===== config.mk =====
export PLATFORM = sky130hd
export DESIGN_NAME = pong_ball_ctrl_flat
export DESIGN_NICKNAME = d
export VERILOG_FILES = /design/src/rtl/pong_pkg.sv /design/src/rtl/pong_ball_if.sv /design/src/rtl/pong_hit_detect.sv /design/src/rtl/pong_ball_ctrl.sv /design/src/flat_wrapper.sv
export SDC_FILE = /design/constraint.sdc
export NUM_CORES = 1
export LEC_CHECK = 0
export BUFFER_PORTS_ARGS = -buffer_cell sky130_fd_sc_hd__buf_2
export CORE_MARGIN = 2
export CORE_UTILIZATION = 52
export DETAILED_ROUTE_END_ITERATION = 10
export MAX_ROUTING_LAYER = met4
export PLACE_DENSITY_LB_ADDON = 0.1
export SLEW_MARGIN = 20
export SYNTH_ARGS = -nofsm -noshare
export SYNTH_HDL_FRONTEND = slang
export SYNTH_HIERARCHICAL = 1
export SYNTH_SLANG_ARGS = --single-unit

===== constraint.sdc =====
create_clock -name clk -period 2.8 [get_ports clk]
set_clock_uncertainty 0.1 [all_clocks]
set_input_delay 0.42 -clock clk [delete_from_list [all_inputs] [get_ports clk]]
set_output_delay 0.42 -clock clk [all_outputs]
set_load 0.05 [all_outputs]

===== src/rtl/pong_pkg.sv =====
// pong_pkg: shared screen geometry, ball speed and game-flow state enum for the pong controller.
package pong_pkg;
  localparam int SCR_W        = 640;
  localparam int SCR_H        = 480;
  localparam int BALL         = 20;
  localparam int PAD_W        = 10;
  localparam int PAD_H        = 80;
  localparam int SPEED        = 5;
  localparam int SERVE_FRAMES = 60;
  localparam int WIN_SCORE    = 9;
  localparam logic [11:0] POS_V  = 12'(SPEED);
  localparam logic [11:0] NEG_V  = 12'(-SPEED);
  localparam logic [11:0] LOAD_X = 12'((SCR_W - BALL) / 2);
  localparam logic [11:0] LOAD_Y = 12'((SCR_H - BALL) / 2);
  typedef enum logic [2:0] {IDLE, SERVE, PLAY, SCORED, OVER} state_t;
  function automatic logic [3:0] score_inc(input logic [3:0] s);
    return (s == 4'd9) ? 4'd0 : s + 4'd1;
  endfunction
endpackage


===== src/rtl/pong_ball_if.sv =====
// pong_ball_if: frame/paddle/ball inputs and load/step/velocity/score outputs of the ball controller.
interface pong_ball_if;
  logic        frame_tick;
  logic        start;
  logic [11:0] pad_l_y;
  logic [11:0] pad_r_y;
  logic [11:0] ball_x;
  logic [11:0] ball_y;
  logic        ball_load;
  logic [11:0] load_x;
  logic [11:0] load_y;
  logic        ball_step;
  logic [11:0] vel_x;
  logic [11:0] vel_y;
  logic [3:0]  score_l;
  logic [3:0]  score_r;
  logic        game_over;
  modport master (
    input  frame_tick, start, pad_l_y, pad_r_y, ball_x, ball_y,
    output ball_load, load_x, load_y, ball_step, vel_x, vel_y, score_l, score_r, game_over
  );
  modport slave (
    output frame_tick, start, pad_l_y, pad_r_y, ball_x, ball_y,
    input  ball_load, load_x, load_y, ball_step, vel_x, vel_y, score_l, score_r, game_over
  );
endinterface


===== src/rtl/pong_hit_detect.sv =====
// pong_hit_detect: combinational wall, paddle-hit and miss flags for the current ball position.
module pong_hit_detect
  import pong_pkg::*;
(
  input  logic [11:0] ball_x_i,
  input  logic [11:0] ball_y_i,
  input  logic [11:0] pad_l_y_i,
  input  logic [11:0] pad_r_y_i,
  input  logic [11:0] vel_x_i,
  output logic        top_o,
  output logic        bot_o,
  output logic        hit_l_o,
  output logic        hit_r_o,
  output logic        miss_l_o,
  output logic        miss_r_o
);
  logic zone_l, zone_r, ovl_l, ovl_r;
  assign top_o    = ball_y_i <= 12'(SPEED);
  assign bot_o    = ball_y_i >= 12'(SCR_H - BALL - SPEED);
  // paddle zones only count when the ball is travelling toward that paddle
  assign zone_l   = vel_x_i[11] && ball_x_i <= 12'(PAD_W + SPEED);
  assign zone_r   = !vel_x_i[11] && vel_x_i != 12'd0 && ball_x_i >= 12'(SCR_W - PAD_W - BALL - SPEED);
  assign ovl_l    = (ball_y_i + 12'(BALL)) > pad_l_y_i && ball_y_i < (pad_l_y_i + 12'(PAD_H));
  assign ovl_r    = (ball_y_i + 12'(BALL)) > pad_r_y_i && ball_y_i < (pad_r_y_i + 12'(PAD_H));
  assign hit_l_o  = zone_l && ovl_l;
  assign hit_r_o  = zone_r && ovl_r;
  assign miss_l_o = zone_l && !ovl_l && ball_x_i <= 12'(SPEED);
  assign miss_r_o = zone_r && !ovl_r && ball_x_i >= 12'(SCR_W - BALL - SPEED);
endmodule


===== src/rtl/pong_ball_ctrl.sv =====
// pong_ball_ctrl: serve/play/score flow, per-frame velocity updates and scores for the ball datapath.
// Optional PONG_SCORE_LIMIT_EN: reaching WIN_SCORE enters OVER; otherwise scores wrap 9->0.
module pong_ball_ctrl
  import pong_pkg::*;
(
  input logic         clk,
  input logic         rst,
  pong_ball_if.master bus
);
  state_t      state_q;
  logic        start_q, load_q, step_q, serve_r_q, left_won_q;
  logic [5:0]  cnt_q;
  logic [11:0] vel_x_q, vel_y_q;
  logic [3:0]  score_l_q, score_r_q, score_d;
  logic        start_edge, top, bot, hit_l, hit_r, miss_l, miss_r;
  pong_hit_detect u_hit (
    .ball_x_i (bus.ball_x),
    .ball_y_i (bus.ball_y),
    .pad_l_y_i(bus.pad_l_y),
    .pad_r_y_i(bus.pad_r_y),
    .vel_x_i  (vel_x_q),
    .top_o    (top),
    .bot_o    (bot),
    .hit_l_o  (hit_l),
    .hit_r_o  (hit_r),
    .miss_l_o (miss_l),
    .miss_r_o (miss_r)
  );
  assign start_edge = bus.start && !start_q;
  assign score_d    = score_inc(left_won_q ? score_l_q : score_r_q);
  always_ff @(posedge clk or negedge rst) begin
    if (!rst) begin
      state_q    <= IDLE;
      start_q    <= 1'b0;
      load_q     <= 1'b0;
      step_q     <= 1'b0;
      serve_r_q  <= 1'b1;
      left_won_q <= 1'b0;
      cnt_q      <= '0;
      vel_x_q    <= POS_V;
      vel_y_q    <= POS_V;
      score_l_q  <= '0;
      score_r_q  <= '0;
    end else begin
      start_q <= bus.start;
      load_q  <= 1'b0;
      step_q  <= 1'b0;
      case (state_q)
        IDLE, OVER: if (start_edge) begin
          score_l_q <= '0;
          score_r_q <= '0;
          cnt_q     <= '0;
          load_q    <= 1'b1;
          state_q   <= SERVE;
        end
        SERVE: if (bus.frame_tick) begin
          if (cnt_q == 6'(SERVE_FRAMES - 1)) begin
            vel_x_q <= serve_r_q ? POS_V : NEG_V;
            vel_y_q <= POS_V;
            cnt_q   <= '0;
            state_q <= PLAY;
          end else cnt_q <= cnt_q + 6'd1;
        end
        PLAY: if (bus.frame_tick) begin
          if (miss_l || miss_r) begin
            left_won_q <= miss_r;
            state_q    <= SCORED;
          end else begin
            step_q  <= 1'b1;
            vel_y_q <= top ? POS_V : bot ? NEG_V : vel_y_q;
            vel_x_q <= hit_l ? POS_V : hit_r ? NEG_V : vel_x_q;
          end
        end
        SCORED: begin
          if (left_won_q) score_l_q <= score_d;
          else score_r_q <= score_d;
          // the next serve heads toward the player who conceded
          serve_r_q <= left_won_q;
`ifdef PONG_SCORE_LIMIT_EN
          if (score_d == 4'(WIN_SCORE)) state_q <= OVER;
          else begin
            load_q  <= 1'b1;
            state_q <= SERVE;
          end
`else
          load_q  <= 1'b1;
          state_q <= SERVE;
`endif
        end
        default: state_q <= IDLE;
      endcase
    end
  end
  assign bus.ball_load = load_q;
  assign bus.ball_step = step_q;
  assign bus.load_x    = LOAD_X;
  assign bus.load_y    = LOAD_Y;
  assign bus.vel_x     = vel_x_q;
  assign bus.vel_y     = vel_y_q;
  assign bus.score_l   = score_l_q;
  assign bus.score_r   = score_r_q;
`ifdef PONG_SCORE_LIMIT_EN
  assign bus.game_over = state_q == OVER;
`else
  assign bus.game_over = 1'b0;
`endif
endmodule


===== src/flat_wrapper.sv =====
// flat-port wrapper written by rule: the top's interface ports become plain ports
module pong_ball_ctrl_flat import pong_pkg::*;
  (clk, rst, bus_frame_tick, bus_start, bus_pad_l_y, bus_pad_r_y, bus_ball_x, bus_ball_y, bus_ball_load, bus_load_x, bus_load_y, bus_ball_step, bus_vel_x, bus_vel_y, bus_score_l, bus_score_r, bus_game_over);
  pong_ball_if bus_i ();
  input logic clk;
  input logic rst;
  input wire logic [$bits(bus_i.frame_tick)-1:0] bus_frame_tick;
  input wire logic [$bits(bus_i.start)-1:0] bus_start;
  input wire logic [$bits(bus_i.pad_l_y)-1:0] bus_pad_l_y;
  input wire logic [$bits(bus_i.pad_r_y)-1:0] bus_pad_r_y;
  input wire logic [$bits(bus_i.ball_x)-1:0] bus_ball_x;
  input wire logic [$bits(bus_i.ball_y)-1:0] bus_ball_y;
  output wire logic [$bits(bus_i.ball_load)-1:0] bus_ball_load;
  output wire logic [$bits(bus_i.load_x)-1:0] bus_load_x;
  output wire logic [$bits(bus_i.load_y)-1:0] bus_load_y;
  output wire logic [$bits(bus_i.ball_step)-1:0] bus_ball_step;
  output wire logic [$bits(bus_i.vel_x)-1:0] bus_vel_x;
  output wire logic [$bits(bus_i.vel_y)-1:0] bus_vel_y;
  output wire logic [$bits(bus_i.score_l)-1:0] bus_score_l;
  output wire logic [$bits(bus_i.score_r)-1:0] bus_score_r;
  output wire logic [$bits(bus_i.game_over)-1:0] bus_game_over;
  assign bus_i.frame_tick = bus_frame_tick;
  assign bus_i.start = bus_start;
  assign bus_i.pad_l_y = bus_pad_l_y;
  assign bus_i.pad_r_y = bus_pad_r_y;
  assign bus_i.ball_x = bus_ball_x;
  assign bus_i.ball_y = bus_ball_y;
  assign bus_ball_load = bus_i.ball_load;
  assign bus_load_x = bus_i.load_x;
  assign bus_load_y = bus_i.load_y;
  assign bus_ball_step = bus_i.ball_step;
  assign bus_vel_x = bus_i.vel_x;
  assign bus_vel_y = bus_i.vel_y;
  assign bus_score_l = bus_i.score_l;
  assign bus_score_r = bus_i.score_r;
  assign bus_game_over = bus_i.game_over;
  pong_ball_ctrl u_core (.clk(clk), .rst(rst), .bus(bus_i));
endmodule

* After elaboration in Yosys (flattened, before gate mapping)
Cells that the tools add are included.
** Word-level totals
- Output and inout bits :: 59
- Memories :: 0
- Bits in read-only memories :: 0
- RAM bits :: 0
- Bits in latches :: 0
- Word-level logic and storage cells :: 109
- Register bits :: 46
- Input bits :: 52
** Operators by class
- Divide/modulo/power cells :: 0
- $mul :: 0
- Bitwise logic cells :: 0
- Add/subtract/negate cells :: 5
- Shifts and indexed selects :: 0
- Mux-type cells :: 37
- $lt $le $gt $ge :: 10
- Eq/ne operators :: 16
- Reduce and logical (&&, ||, !) cells :: 30
** Operators with widths (count)
- $mux 12 :: 13
- $pmux 12 s2 :: 2
- $add 12x7->12 const B :: 2
- $ge 12x10->1 const B :: 2
- $gt 12x12->1 :: 2
- $le 12x3->1 const B :: 2
- $lt 12x12->1 :: 2
- $mux 4 :: 5
- $mux 6 :: 3
- $pmux 4 s2 :: 2
- $mux 3 :: 5
- $add 12x5->12 const B :: 1
- $ge 12x9->1 const B :: 1
- $le 12x4->1 const B :: 1
- $logic_and 1x1->1 :: 12
- $pmux 3 s4 :: 1
- $pmux 6 s2 :: 1
- $reduce_and 3->1 :: 4
- $reduce_and 6->1 :: 2
- $reduce_bool 12->1 :: 1
- $ne 2x1->1 const B :: 4
- $ne 2x2->1 const B :: 4
- $add 6x1->6 const B :: 1
- $eq 3x2->1 const B :: 2
- 14 further kinds :: 23

* Logic depth before layout (Yosys ltp)
- Depth after elaboration :: 10
- Mapped depth :: 14
- Gate-level depth less buffers :: 14

* By module
Netlist, hierarchy kept.
** By module, submodules not included
- pong_ball_ctrl :: sequential area each 629.4 sq um, times used 1, area each 1810.5 sq um, cells an instance 182
- pong_hit_detect :: sequential area each 0.0 sq um, times used 1, area each 1590.3 sq um, cells an instance 209

* Least setup slack after synthesis
Ideal clock, no wire load.
- Path kind :: input port to flip-flop
- Start point :: input bus_ball_y[2]
- End point :: register u_core.vel_x_q[2], in the netlist u_core/bus.vel_x[2]
- Library setup time :: 86 ps
- Arrival :: 3355 ps
- Setup slack :: -741 ps
- Stages :: 13
- Data required time :: 2614 ps
- Path buffers :: 0
- Cell sequence :: ha_1 o21ai_0 xnor2_1 ha_1 and2_1 a221o_1 a221oi_2 a211oi_1 a2111oi_2 nor3b_2 o21ai_1 nor3_1 a2111o_1
** Between the ends
- Cells in the longest elaborated chain, start to end :: 9
- Elaborated cells between the ends (all ways) :: 23
- Classes of those cells :: add/sub: 1; order compare: 4; eq/ne: 2; mux: 4; reduce/logical: 12
** RTL lines
- start, declared :: RTL line flat_wrapper.sv:12 : input wire logic [$bits(bus_i.ball_y)-1:0] bus_ball_y;
- $add 12x5->12 :: RTL line pong_hit_detect.sv:23 : assign ovl_l = (ball_y_i + 12'(BALL)) > pad_l_y_i && ball_y_i < (pad_l_y_i + 12'(PAD_H));
- $gt 12x12->1 :: RTL line pong_hit_detect.sv:23
- $logic_and 1x1->1 * :: RTL line pong_hit_detect.sv:23
- $logic_not 1->1 * :: RTL line pong_hit_detect.sv:27 : assign miss_l_o = zone_l && !ovl_l && ball_x_i <= 12'(SPEED);
- $logic_and 1x1->1 * (2 in a row) :: RTL line pong_hit_detect.sv:27
- net u_core.miss_l :: RTL line pong_ball_ctrl.sv:15 : logic start_edge, top, bot, hit_l, hit_r, miss_l, miss_r;
- $logic_or 1x1->1 * :: RTL line pong_ball_ctrl.sv:65 : if (miss_l || miss_r) begin
- $ne 2x2->1 (no line) *
- $reduce_and 6->1 (no line) *
- end signal, assigned :: RTL line pong_ball_ctrl.sv:58 : vel_x_q <= serve_r_q ? POS_V : NEG_V;
- end signal, assigned :: RTL line pong_ball_ctrl.sv:71 : vel_x_q <= hit_l ? POS_V : hit_r ? NEG_V : vel_x_q;
- end, declared :: RTL line pong_ball_ctrl.sv:13 : logic [11:0] vel_x_q, vel_y_q;
The timed path passes the listed nets; every way through them passes the cells marked *. The select of a mux whose other input is x is not followed.
A chain may end at the register's enable or synchronous reset.

* Worst setup path after layout
- Start point :: input bus_ball_y[3]
- End point :: register u_core.vel_x_q[2], in the netlist u_core/bus.vel_x[2]
** Between the ends
- Cells in the longest elaborated chain, start to end :: 9
- Elaborated cells between the ends (all ways) :: 23
- Classes of those cells :: add/sub: 1; order compare: 4; eq/ne: 2; mux: 4; reduce/logical: 12
** RTL lines
- $add 12x5->12 :: RTL line pong_hit_detect.sv:24 : assign ovl_r = (ball_y_i + 12'(BALL)) > pad_r_y_i && ball_y_i < (pad_r_y_i + 12'(PAD_H));
- $gt 12x12->1 :: RTL line pong_hit_detect.sv:24
- $logic_and 1x1->1 * :: RTL line pong_hit_detect.sv:24
- $logic_not 1->1 * :: RTL line pong_hit_detect.sv:28 : assign miss_r_o = zone_r && !ovl_r && ball_x_i >= 12'(SCR_W - BALL - SPEED);
- $logic_and 1x1->1 * (2 in a row) :: RTL line pong_hit_detect.sv:28
- net u_core.miss_r :: RTL line pong_ball_ctrl.sv:15
- $logic_or 1x1->1 * :: RTL line pong_ball_ctrl.sv:65
- $ne 2x2->1 (no line) *
- $reduce_and 6->1 (no line) *
Marks and branches as above.

==> metrics.md <==
| Metric | Value |
|---|---|
| Setup crit end kind | `flip-flop` |
| Leak | `approximately 2.3 nW` |
| WP data arrival | `between 3 and 4 ns` |
| # setup viols final | `7` |
| Gpl congestion | `0.899` |
| Via density per instance | `5.32` |
| Failing checks | `negative setup slack` |
| RSZ-0062 raised after global routing | `yes` |
| Post-synthesis sequential area ratio | `18.5%` |
| Total number of yosys warnings | `6` |
| Placed cell count | `579` |
| WL final | `8370 um` |
| Synth Register Bits | `25` |
| Total GRT Usage | `23.2%` |
| Die height | `84.9 um` |
| Sequential Area | `629 um2` |
| Number of synthesized flops with an enable pin | `0` |
| Synth Area per Inst | `between 8 and 9 um2` |
| Largest area contributor in the netlist | `ha_1` |
| Number of global-route vias before repair | `3090` |
| Initial antenna violation count | `0` |
| Crit-path most repeated cell | `buf_4` |
| Worst-Skew Late Latency | `roughly 0.27 ns` |
| TNS Setup | `-2.41 ns` |
| Post-DP HPWL | `6840 um` |
| CTS buffer count | `3` |
| Status | `finished, violations left` |
| Clock sinks | `25` |
| CP delay by family, top | `compound AO/OA/AOI/OAI gates` |
| Clk root buf | `clkbuf_8` |
| Max_cap viols | `0` |
| Slowest CP cell | `a2111o_1` |
| DRC errors left | `0` |
| Port bufs | `83` |
| Synthesis-to-layout area growth | `29.9%` |
| Wire per inst | `14.0 um` |
| Fillers | `537` |
| Final hold vios | `0` |
| Starting density of the core | `53.6%` |
| Critical Path Fanout Max | `4` |
| Clock period minus worst slack | `about 3.2 ns` |
| Min-delay worst type | `input pin to asynchronous set/reset pin` |
| I/O Pins | `111` |
| Critical Path RT | `just under 3 ns` |
| Largest net degree at the start of global routing | `26` |
| Die ar. | `7200 um2` |
| Crit-path cells | `buf_8, a21oi_4, nor2b_2, buf_4, nand4_1, xnor2_2, buf_4, ha_1, and4_1, nand2_1, o21bai_1, a211oi_2, buf_4, a211oi_4, nor3b_2, o21ai_2, nor3_4, a2111o_1` |
| Post-synth top flop | `dfrtp_1` |
| Fraction of registers with async set/reset | `100%` |
| Core ar. | `6350 um2` |
| Slew HR | `64.2%` |
| CP peak stage delay | `a little under 0.4 ns` |
| Synth unique cells | `62` |
| First-pass GRT wire length | `13500 um` |
| Ranking of synthesized cells by area | `ha_1 (20%), dfrtp_1 (16%), buf_4 (10%)` |
| Vias | `3173` |
| WS Path Type | `input pin to flip-flop` |
| CTS Buffer Depth | `2` |
| ANT cells | `0` |
| Detail Route Antenna Nets | `0` |
| Std cell rows | `29` |
| Crit path launch type | `input pin` |
| Max VDD drop | `0.566 mV` |
| Share of cells above drive strength 1 | `38.0%` |
| Post-Layout Cell Count | `between 500 and 600` |
| Hold_buf cts | `0` |
| Post-synthesis cell count | `391` |
| Die Wd | `84.9 um` |
| Area occupied by multi-input gates | `2560 um2` |
| Fmax | `between 300 and 400 MHz` |
| # nets final | `626` |
| Final worst path period share | `115%` |
| Worst path buffer plus inverter count | `4` |
| Iter 0 DRT Violations | `83` |
| Final WS setup | `-0.415 ns` |
| Share of the synthesized area in the top cell type | `between 10% and 20%` |
| H-tree depth | `1` |
| Worst slew pin tran | `about 0.54 ns` |
| CTS tree | `yes` |
| Drt pass-1 iters | `5` |
| Mapped Area | `3400 um2` |
| Reg clk slew, reported paths | `0.08 ns` |
| PwrDens | `575 nW/um2` |
| Fin. max-slew vios | `0` |
| Core Util, Final | `69.6%` |
| Pwr Total | `roughly 2.5 mW` |
| GRT Residual Overflow | `0` |
## metal layers
layer / routed length (um) / global-route usage [%]
met5: 0 / -
met4: 240 / 7.50
met3: 283 / 1.26
met2: 4470 / 43.7
met1: 3370 / 26.0
## final timing paths
check,from,to,slack [ns],cells past startpoint
min in group clk,bus_start,u_core/start_q$_DFF_PN0_,0.18,1
hold / removal,rst,u_core/bus.score_r[1]$_DFFE_PN0P_,0.02,1
max in group asynchronous,rst,u_core/bus.vel_x[2]$_DFFE_PN1P_,2.21,1
hold reg to reg,u_core/bus.vel_y[2]$_DFFE_PN1P_,u_core/bus.vel_y[2]$_DFFE_PN1P_,0.39,2
setup reg to reg,u_core/bus.vel_x[10]$_DFFE_PN0P_,u_core/bus.vel_x[2]$_DFFE_PN1P_,0.30,7
setup / recovery,bus_ball_y[3],u_core/bus.vel_x[2]$_DFFE_PN1P_,-0.42,18
## cells by family (layout without fill, tap and decap cells)
kind of cell | count (synthesis) | in the layout | share of synthesized area (%)
AO/OA/AOI/OAI | 88 | 88 | 18.9
other | 2 | 28 | 0.221
multiplexers | 13 | 13 | 4.45
buffers and inverters | 87 | 189 | 15.0
adder cells (fa/ha/maj) | 54 | 54 | 19.9
XOR/XNOR | 21 | 21 | 5.41
AND/OR/NAND/NOR | 101 | 101 | 17.6
flip-flops | 25 | 25 | 18.5
## cell usage after synthesis, drive strengths merged (4+ instances only)
cell type	count
nor3	9
xor2	4
a21oi	21
a21o	7
dfrtp	22
inv	38
nand2	21
a211oi	6
nor2b	13
nor2	7
nand3	8
and4	4
xnor2	17
and3	6
ha	54
a32o	4
nand2b	4
a31o	4
and2	4
nor3b	5
nand4	6
o21ai	17
nor4	4
buf	49
mux2i	5
mux2	7
## layout by cell type, fill, tap and decap left out, types with 5 or more instances in the layout
cell,Yosys,layout
nand3_1,8,7
dfrtp_1,22,22
o21ai_0,15,13
xnor2_1,17,13
a21o_1,7,7
and3_1,6,5
inv_1,38,38
nor2b_1,13,12
conb_1,2,28
nor3_1,9,8
mux2_2,5,5
nor2_1,7,7
buf_2,2,80
ha_1,54,53
buf_4,46,61
mux2i_1,5,5
nand4_1,6,6
nand2_1,21,20
a21oi_1,21,18
## registers in the layout, summed over array words and instances (netlist names)
| register | flops |
|---|---|
| u_core/cnt_q | 6 |
| u_core/bus.score_l | 4 |
| u_core/bus.score_r | 4 |
| u_core/bus.vel_x | 2 |
| u_core/bus.vel_y | 2 |
| u_core/state_q | 2 |
| u_core/bus.ball_load | 1 |
| u_core/bus.ball_step | 1 |
| u_core/left_won_q | 1 |
| u_core/serve_r_q | 1 |
| u_core/start_q | 1 |
## worst register-to-register path, stage by stage (launching register included)
cell and delay (ns):
dfrtp_1 0.58, nor4b_1 0.30, nand3b_1 0.25, a2111oi_4 0.40, nor3b_2 0.09, o21ai_2 0.25
nor3_4 0.06, a2111o_1 0.39
## area by class of cell
type                       instances  share of cell area, %
multi-input combinational        305                   58.0
timing repair buffer             147                   21.3
sequential                        25                   14.2
inverter                          38                   3.23
tap                               77                   2.18
clock buffer                       4                   1.02
## power by group
| group | total, mW | switching, mW | internal, mW |
|---|---|---|---|
| clock network | 0.213 | 0.111 | 0.102 |
| registers | 0.568 | 0.103 | 0.464 |
| logic | 1.76 | 1.13 | 0.626 |
| total | 2.54 | 1.35 | 1.19 |
## through the flow
step / cell area, um2 / hold WS, ns / setup slack [ns]
after floorplan: 3580 / 0.0244 / -0.341
after global placement: 4120 / 0.343 / -0.680
after detailed placement: 4120 / 0.339 / -0.908
after CTS: 4310 / 0.0466 / -0.458
after global routing: 4420 / 0.0678 / -0.574
final: 4420 / 0.0248 / -0.415
## what timing repair did
item	CTS	global route
pin swaps	16	23
setup endpoints to repair	8	8
resized for setup	22	12
setup buffers	8	7
Power figures use the tool's default switching activity.
